File: src/rtl/cla_pipe.sv
// Pipelined carry-lookahead adder/subtractor.
//
// The WIDTH-bit operation is cut into STAGES slices of WIDTH/STAGES bits.
// Pipeline rank k adds slice k with a 4-bit-group CLA plus a lookahead unit
// across the groups, registers the slice carry-out and carries the whole
// operand pair forward so later ranks can pick up their own slice.
// Subtraction is a + ~b + ~cIn, so cOut = 1 means "no borrow".
//
// Ports
//   clk, reset          clock, synchronous active-high reset
//   inValid / inReady   operand handshake (inReady = advance, combinational)
//   a, b, cIn, sub      operands, carry/borrow in, 0 = add / 1 = subtract
//   outValid / outReady result handshake
//   s, cOut, ovf, zero  result, carry out, signed overflow, s == 0

module cla_pipe_slice #(
    parameter int W = 16
) (
    input  logic [W-1:0] x,
    input  logic [W-1:0] y,
    input  logic         ci,
    output logic [W-1:0] sum,
    output logic         co,
    output logic         c_msb
);
    localparam int NG = W / 4;

    logic [W-1:0]  g, p;
    logic [NG-1:0] gg, gp;
    logic [NG:0]   gc;
    logic [W:0]    c;
    logic          acc, pp;

    assign g = x & y;
    assign p = x ^ y;

    // Group generate / propagate for each 4-bit group.
    always_comb begin
        gg = '0;
        gp = '0;
        for (int j = 0; j < NG; j++) begin
            gg[j] = g[4*j+3]
                  | (p[4*j+3] & g[4*j+2])
                  | (p[4*j+3] & p[4*j+2] & g[4*j+1])
                  | (p[4*j+3] & p[4*j+2] & p[4*j+1] & g[4*j]);
            gp[j] = &p[4*j +: 4];
        end
    end

    // Lookahead unit: every group carry is an independent sum of products
    // of the group G/P terms and ci, not a chain through the previous group.
    always_comb begin
        gc    = '0;
        gc[0] = ci;
        acc   = 1'b0;
        pp    = 1'b1;
        for (int j = 1; j <= NG; j++) begin
            acc = 1'b0;
            pp  = 1'b1;
            for (int i = j - 1; i >= 0; i--) begin
                acc = acc | (gg[i] & pp);
                pp  = pp & gp[i];
            end
            gc[j] = acc | (pp & ci);
        end
    end

    // Bit carries inside each group, again in flattened lookahead form.
    always_comb begin
        c = '0;
        for (int j = 0; j < NG; j++) begin
            c[4*j]   = gc[j];
            c[4*j+1] = g[4*j] | (p[4*j] & gc[j]);
            c[4*j+2] = g[4*j+1] | (p[4*j+1] & g[4*j]) | (p[4*j+1] & p[4*j] & gc[j]);
            c[4*j+3] = g[4*j+2] | (p[4*j+2] & g[4*j+1])
                     | (p[4*j+2] & p[4*j+1] & g[4*j])
                     | (p[4*j+2] & p[4*j+1] & p[4*j] & gc[j]);
        end
        c[W] = gc[NG];
    end

    assign sum   = p ^ c[W-1:0];
    assign co    = c[W];
    assign c_msb = c[W-1];
endmodule

module cla_pipe #(
    parameter int WIDTH  = 32,
    parameter int STAGES = 2
) (
    input  logic             clk,
    input  logic             reset,
    input  logic             inValid,
    output logic             inReady,
    input  logic [WIDTH-1:0] a,
    input  logic [WIDTH-1:0] b,
    input  logic             cIn,
    input  logic             sub,
    output logic             outValid,
    input  logic             outReady,
    output logic [WIDTH-1:0] s,
    output logic             cOut,
    output logic             ovf,
    output logic             zero
);
    localparam int SW = WIDTH / STAGES;

    logic                           advance;
    logic [STAGES-1:0]              vld_q, in_v;
    logic [STAGES-1:0][WIDTH-1:0]   a_q, b_q, sum_q;
    logic [STAGES-1:0][WIDTH-1:0]   in_a, in_b, in_sum, sum_d;
    logic [STAGES-1:0]              c_q, in_c, c_d;
    logic                           ovf_q, ovf_d;
    logic                           zero_q, zero_d;
    logic                           unused_ops;

    // Whole pipeline moves together; a held result freezes every rank.
    assign advance = !vld_q[STAGES-1] || outReady;
    assign inReady = advance;

    for (genvar k = 0; k < STAGES; k++) begin : g_st
        localparam logic [WIDTH-1:0] MASK = WIDTH'({SW{1'b1}}) << (k * SW);

        logic [SW-1:0] sl_s;
        logic          sl_co, sl_cmsb;

        if (k == 0) begin : g_in0
            // Subtract folds into the first rank: invert b and the carry.
            assign in_a[k]   = a;
            assign in_b[k]   = b ^ {WIDTH{sub}};
            assign in_c[k]   = cIn ^ sub;
            assign in_sum[k] = '0;
            assign in_v[k]   = inValid;
        end else begin : g_inn
            assign in_a[k]   = a_q[k-1];
            assign in_b[k]   = b_q[k-1];
            assign in_c[k]   = c_q[k-1];
            assign in_sum[k] = sum_q[k-1];
            assign in_v[k]   = vld_q[k-1];
        end

        cla_pipe_slice #(.W(SW)) u_slice (
            .x     (in_a[k][k*SW +: SW]),
            .y     (in_b[k][k*SW +: SW]),
            .ci    (in_c[k]),
            .sum   (sl_s),
            .co    (sl_co),
            .c_msb (sl_cmsb)
        );

        // Keep the already-computed low slices, drop in this rank's slice.
        assign sum_d[k] = (in_sum[k] & ~MASK) | (WIDTH'(sl_s) << (k * SW));
        assign c_d[k]   = sl_co;

        if (k == STAGES - 1) begin : g_ovf
            assign ovf_d = sl_cmsb ^ sl_co;
        end else begin : g_nov
            logic unused_cmsb;
            assign unused_cmsb = sl_cmsb;
        end
    end

    assign zero_d = (sum_d[STAGES-1] == '0);

    // Operand bits below a rank's slice are dead once that rank is passed.
    assign unused_ops = ^{a_q, b_q};

    // Data registers load only with a valid op, so a drained pipeline keeps
    // showing the last result (or zeros after reset) rather than bubbles.
    always_ff @(posedge clk) begin
        if (reset) begin
            vld_q  <= '0;
            a_q    <= '0;
            b_q    <= '0;
            sum_q  <= '0;
            c_q    <= '0;
            ovf_q  <= 1'b0;
            zero_q <= 1'b0;
        end else if (advance) begin
            vld_q <= in_v;
            for (int k = 0; k < STAGES; k++) begin
                if (in_v[k]) begin
                    a_q[k]   <= in_a[k];
                    b_q[k]   <= in_b[k];
                    sum_q[k] <= sum_d[k];
                    c_q[k]   <= c_d[k];
                end
            end
            if (in_v[STAGES-1]) begin
                ovf_q  <= ovf_d;
                zero_q <= zero_d;
            end
        end
    end

    assign outValid = vld_q[STAGES-1];
    assign s        = sum_q[STAGES-1];
    assign cOut     = c_q[STAGES-1];
    assign ovf      = ovf_q;
    assign zero     = zero_q;
endmodule

File: config.mk
export PLATFORM = sky130hd
export DESIGN_NAME = cla_pipe
export DESIGN_NICKNAME = d
export VERILOG_FILES = /design/src/rtl/cla_pipe.sv
export SDC_FILE = /design/constraint.sdc
export NUM_CORES = 1
export LEC_CHECK = 0
export CORE_MARGIN = 4
export CORE_UTILIZATION = 24
export CTS_CLUSTER_DIAMETER = 80
export DETAILED_ROUTE_END_ITERATION = 8
export GPL_TIMING_DRIVEN = 1
export HOLD_SLACK_MARGIN = 0.02
export SLEW_MARGIN = 20
export SYNTH_ARGS = -nofsm -noshare
export SYNTH_HDL_FRONTEND = slang
export SYNTH_SLANG_ARGS = --single-unit
File: constraint.sdc
create_clock -name clk -period 8.89 [get_ports clk]
set_input_delay 1.3335 -clock clk [delete_from_list [all_inputs] [get_ports clk]]
set_output_delay 1.3335 -clock clk [all_outputs]
set_load 0.03 [all_outputs]
==> results.cfg, run 1 <==
[detailed_routing]
routed_wirelength_mm = 12.97
drc = 0
wire_per_inst_um = 14.03
drtAntennaViolNets = 0
num_vias = 3987
vias_per_cell = 4.315
drtIter0Drc = 221
firstDrtPassIters = 4

[cts]
cts_setup_buffers = 0
cts_hold_buf = 0
cts_root_buffer = clkbuf_16
numCtsBuffers = 9
cts_tree = built
clkLatencyLatePin_ns = 0.34
cts.sinks = 86
clock_path_buffers = 2
clkSlewWorstSetupHoldPaths_ns = 0.06
cts_max_level = 3
ctsResizeCount = 0

[global_route]
use_met1_pct = 17.35
grt_pass1_vias = 3899
top_usage_layer = met1
grt_use_met2_pct = 16.88
grt_max_degree = 84
antenna_found_initial = 0
use_met3_pct = 2.309
grt_overflow_total = 0
globalRouteTotalUtil_pct = 11.75
grt_pass1_wl_mm = 20.67

[timing]
hold_violations = 0
fmax_mhz = 242.9
slew_violations = 0
rsz0062_at_grt = false
worstMarginPinSlew_ns = 1.004
fin_crit_ns = 4.117
finalSetupTns_ns = 0
slew-limit-headroom_pct = 33.08
skew_ns = 0.003859
period_share_pct = 46.31
finalSetupViolations = 0

[synth]
yosysSeqAreaShare_pct = 35.97
syn_area_per_cell_sq_um = 8.456
synthesis.instances = 566
synth_cell_types = 53
ys_dominant_reg_cell = dfxtp_1
synthArstFlopShare_pct = 0
ys_warn_count = 0
synth-seq-cells = 86
syn_area_sq_um = 4786
syn-num-nets = 676
synth_edf_count = 0

[floorplanning]
die_area_sq_um = 22260
start_util_pct = 24.51
die_x_um = 149.2
core_sq_um = 19530
rows = 51
die_h_um = 149.2
num_io_pins = 107

[finish]
drive_gt1_share_pct = 5.918
mostFrequentLayoutCell = clkdlybuf4s50_1
seq_area_sq_um = 1722
antennaDiodeCount = 0
nFillCells = 2116
multi_input_area_sq_um = 2864
syn2layout_area_growth_pct = 32.81
most-common-layout-cells = clkdlybuf4s50_1, nand2_1, dfxtp_1
nNetsFinal = 764

[run]
maxCapViolations = 0

[worst_setup_path]
cpPeakStageDelay_ns = 0.73
required_ns = 7.56
start_kind = input port
cp_max_fo = 7
reg2reg_depth = 12
cp_data_arrival_time_ns = 2.78
crit_type = input port to output port
r2r_start = a_q[16]
endpoint_kind = output port
setup.worst_path.start = outReady
crit_path_frequent_cell = clkdlybuf4s50_1
crit_chain = clkdlybuf4s50_1 > nand2b_1 > clkdlybuf4s50_1
critPathSlowestCell = clkdlybuf4s50_1

[run_status]
outcome = finished clean

[hold_path]
worstHoldPathType = register to register
hold-path-cell-count = 2
worstHoldStart = s[7]

[power_and_ir_drop]
total_power_uw = 1083
p_leak_uw = 0.002455
peakVddDrop_v = 0.00007758
powerDensity_nw_per_um2 = 170.4

[place]
post-dp-hpwl_mm = 10.04
io_buffers = 106
gp_congestion = 0.8040
==> worst paths after layout <==
kind / end / slack, ns
setup reg to reg: zero / 5.60
hold / removal: s[7] / 0.45
setup / recovery: inReady / 4.77
hold reg to reg: s[7] / 0.45
==> worst max-delay path: cells and delay by family <==
| family | cells | cell delay, ns |
|---|---|---|
| buffers and inverters | 2 | 1.18 |
| AND/OR/NAND/NOR | 1 | 0.27 |
==> flip-flops by register name, indices dropped and copies added, names as in the netlist <==
name / flops
zero: 1
vld_q: 2
in_sum: 16
ovf: 1
a_q: 16
c_q: 2
s: 32
b_q: 16
==> through the flow <==
step | utilization (%) | hold slack, ns | instance area [sq um] | cells | setup slack (ns)
floorplan | - | 0.4406 | 4786 | 566 | 4.624
global placement | 31.05 | 0.4394 | 6063 | 908 | 4.444
detailed placement | 31.05 | 0.4459 | 6063 | 908 | 4.367
CTS | 32.54 | 0.4549 | 6354 | 924 | 4.719
global route | 32.55 | 0.4652 | 6356 | 924 | 4.461
finish | 32.55 | 0.4508 | 6356 | 924 | 4.773
==> metal layers <==
metal / up-vias / share of wire [%] / routed length, um
li1: 2147 / - / -
met1: 1753 / 54 / 6975
met2: 74 / 41 / 5262
met3: 13 / 4.2 / 548
met4: 0 / 1.4 / 179
met5: - / 0 / 0
==> power breakdown <==
part	internal, uW	switching [uW]	total, uW
Combinational	125	149	274
Sequential	415	21.3	436
Clock	217	156	374
==> logic make-up (layout without fill, tap and decap cells) <==
logic type      count (synthesis)  count (layout)  share of synthesized area [%]
flops                          86              86                          35.97
simple gates                  194             194                          18.07
xor+xnor                       50              50                          9.543
mux                             3               3                         0.7581
fa+ha+maj                      40              40                          11.71
buf+inv                        52             145                          4.261
compound gates                141             141                          19.69
==> cells in the mapped netlist, drive strengths merged, types with 3 or more instances <==
cell,number,area [sq um]
a21oi,60,304.0
ha,32,400.4
nand3,8,40.04
nor4b,4,35.03
nand2,98,367.9
o21ai,11,62.56
o211ai,6,45.04
xor2,25,237.7
inv,20,75.07
nor4,6,37.54
a21o,11,82.58
nand4,6,37.54
or3,3,18.77
nor2,40,150.1
and2,7,43.79
dfxtp,86,1722
o21a,10,75.07
and3,3,20.02
a31oi,3,18.77
fa,8,160.2
a211oi,27,212.7
xnor2,25,219.0
clkbuf,30,112.6
nor3,10,50.05
==> area by class of cell <==
type	instances	share of cell area, %
inverters	20	1.181
multi-input cells	428	45.06
repair buffers	109	16.89
clock buffers	10	3.602
clock inverters	6	0.9646
well taps	265	5.217
flip-flops and latches	86	27.09
(Power assumes the default switching activity.)
==> run 2: changes to the inputs <==
Clock period 8.89 ns to 4 ns, I/O delays scaled along.
==> results.cfg, run 2 (same netlist as run 1, synthesis figures left out) <==
[global_route]
grt_max_degree = 83
grt_overflow_total = 0
antenna_found_initial = 0
grt_pass1_vias = 3881
globalRouteTotalUtil_pct = 11.84
grt_pass1_wl_mm = 20.77

[place]
gp_congestion = 0.8041
placed_area_sq_um = 6101
io_buffers = 106
dp.cells = 913
post-dp-hpwl_mm = 10.38

[worst_setup_path]
cp_data_arrival_time_ns = 3.50
endpoint_kind = register
required_ns = 4.27
crit_type = register to register
r2r_start = a_q[16]
start_kind = register
reg2reg_depth = 13
cp_max_fo = 4
cpPeakStageDelay_ns = 0.40
reg2reg_to = zero
reg2reg_slack_ns = 0.76
crit_chain = ha_1 > a211oi_1 > o21a_1 > o21ai_2 > a31o_2 > a21o_1 > fa_1 > xor2_1 > nor4_1 > nand4_1 > nor4_1 > a31oi_1 > a211oi_2
critPathSlowestCell = fa_1
crit_path_frequent_cell = nor4_1

[finish]
largest_reg_flops = 32
nFillCells = 2107
drive_gt1_share_pct = 6.344
nNetsFinal = 769
antennaDiodeCount = 0
seq_area_sq_um = 1722
stdcell_area_sq_um = 6399
syn2layout_area_growth_pct = 33.70
mostFrequentLayoutCell = clkdlybuf4s50_1
most-common-layout-cells = clkdlybuf4s50_1, nand2_1, dfxtp_1
multi_input_area_sq_um = 2861
instances_no_fill = 927

[hold_path]
worstHoldPathType = register to register
worstHoldStart = s[26]
holdPathEnd = s[26]
hold-path-cell-count = 2

[floorplanning]
num_io_pins = 107
rows = 51
start_util_pct = 24.51
die_x_um = 149.2
die_h_um = 149.2
core_sq_um = 19530
die_area_sq_um = 22260

[run_status]
outcome = finished clean

[timing]
period_share_pct = 80.94
slew-limit-headroom_pct = 38.61
rsz0062_at_grt = false
finalSetupTns_ns = 0
worstMarginPinSlew_ns = 0.9186
fmax_mhz = 308.9
finalSetupViolations = 0
skew_ns = 0.007173
slew_violations = 0
hold_violations = 0
fin_crit_ns = 3.238

[cts]
cts_max_level = 3
clkSlewWorstSetupHoldPaths_ns = 0.06
clkLatencyLatePin_ns = 0.34
cts_hold_buf = 0
cts_tree = built
cts.sinks = 86
clock_path_buffers = 2
cts_root_buffer = clkbuf_16
numCtsBuffers = 9
cts_setup_buffers = 0
ctsResizeCount = 0

[detailed_routing]
drc = 0
firstDrtPassIters = 5
drtAntennaViolNets = 0
routed_wirelength_mm = 13.21
num_vias = 4050
drtIter0Drc = 177
vias_per_cell = 4.369
wire_per_inst_um = 14.25

[power_and_ir_drop]
powerDensity_nw_per_um2 = 380.7
p_leak_uw = 0.002474
total_power_uw = 2436
peakVddDrop_v = 0.0001847

[run]
maxCapViolations = 0
## run 2: layer usage
| metal | GRT usage, % | wire length (um) |
|---|---|---|
| met1 | 17.42 | 6955 |
| met2 | 17.18 | 5491 |
| met3 | 2.005 | 548 |
| met4 | 4.577 | 216 |
| met5 | 0 | 0 |
## run 2: worst max-delay path: cells and delay by family, from the launching register on
family / cells / cell delay, ns
flip-flops: 1 / 0.33
adder cells (fa/ha/maj): 2 / 0.72
XOR/XNOR: 1 / 0.21
AO/OA/AOI/OAI: 7 / 1.34
AND/OR/NAND/NOR: 3 / 0.56
## run 2: worst max-delay path by stage
stage	start	endpoint	slack, ns
detailed placement	b[2]	in_sum[45]	0.67
finish	a_q[16]	zero	0.76
global placement	b[1]	in_sum[44]	0.70
global route	a_q[16]	zero	0.57
floorplan	sub	in_sum[45]	0.47
CTS	a_q[16]	zero	0.79
## run 2: report_power, final
group,internal (uW),switching (uW)
combinational,281,337
clock,511,338
sequential,922,47.7
## run 2: final cells by class
cell class / count / area share, %
multi-input cells: 428 / 44.72
inverters: 20 / 1.173
flip-flops and latches: 86 / 26.91
repair buffers: 114 / 17.36
well taps: 265 / 5.182
clock inverters: 3 / 0.7039
clock buffers: 11 / 3.950
## run 2: stage by stage
step	util [%]	setup WS (ns)	hold WS [ns]
2_1_floorplan	-	0.4680	0.4406
3_3_place_gp	31.24	0.6952	0.4421
3_5_place_dp	31.24	0.6729	0.4487
4_1_cts	32.77	0.7942	0.4571
5_1_grt	32.77	0.5674	0.4711
6_report	32.77	0.7622	0.4520
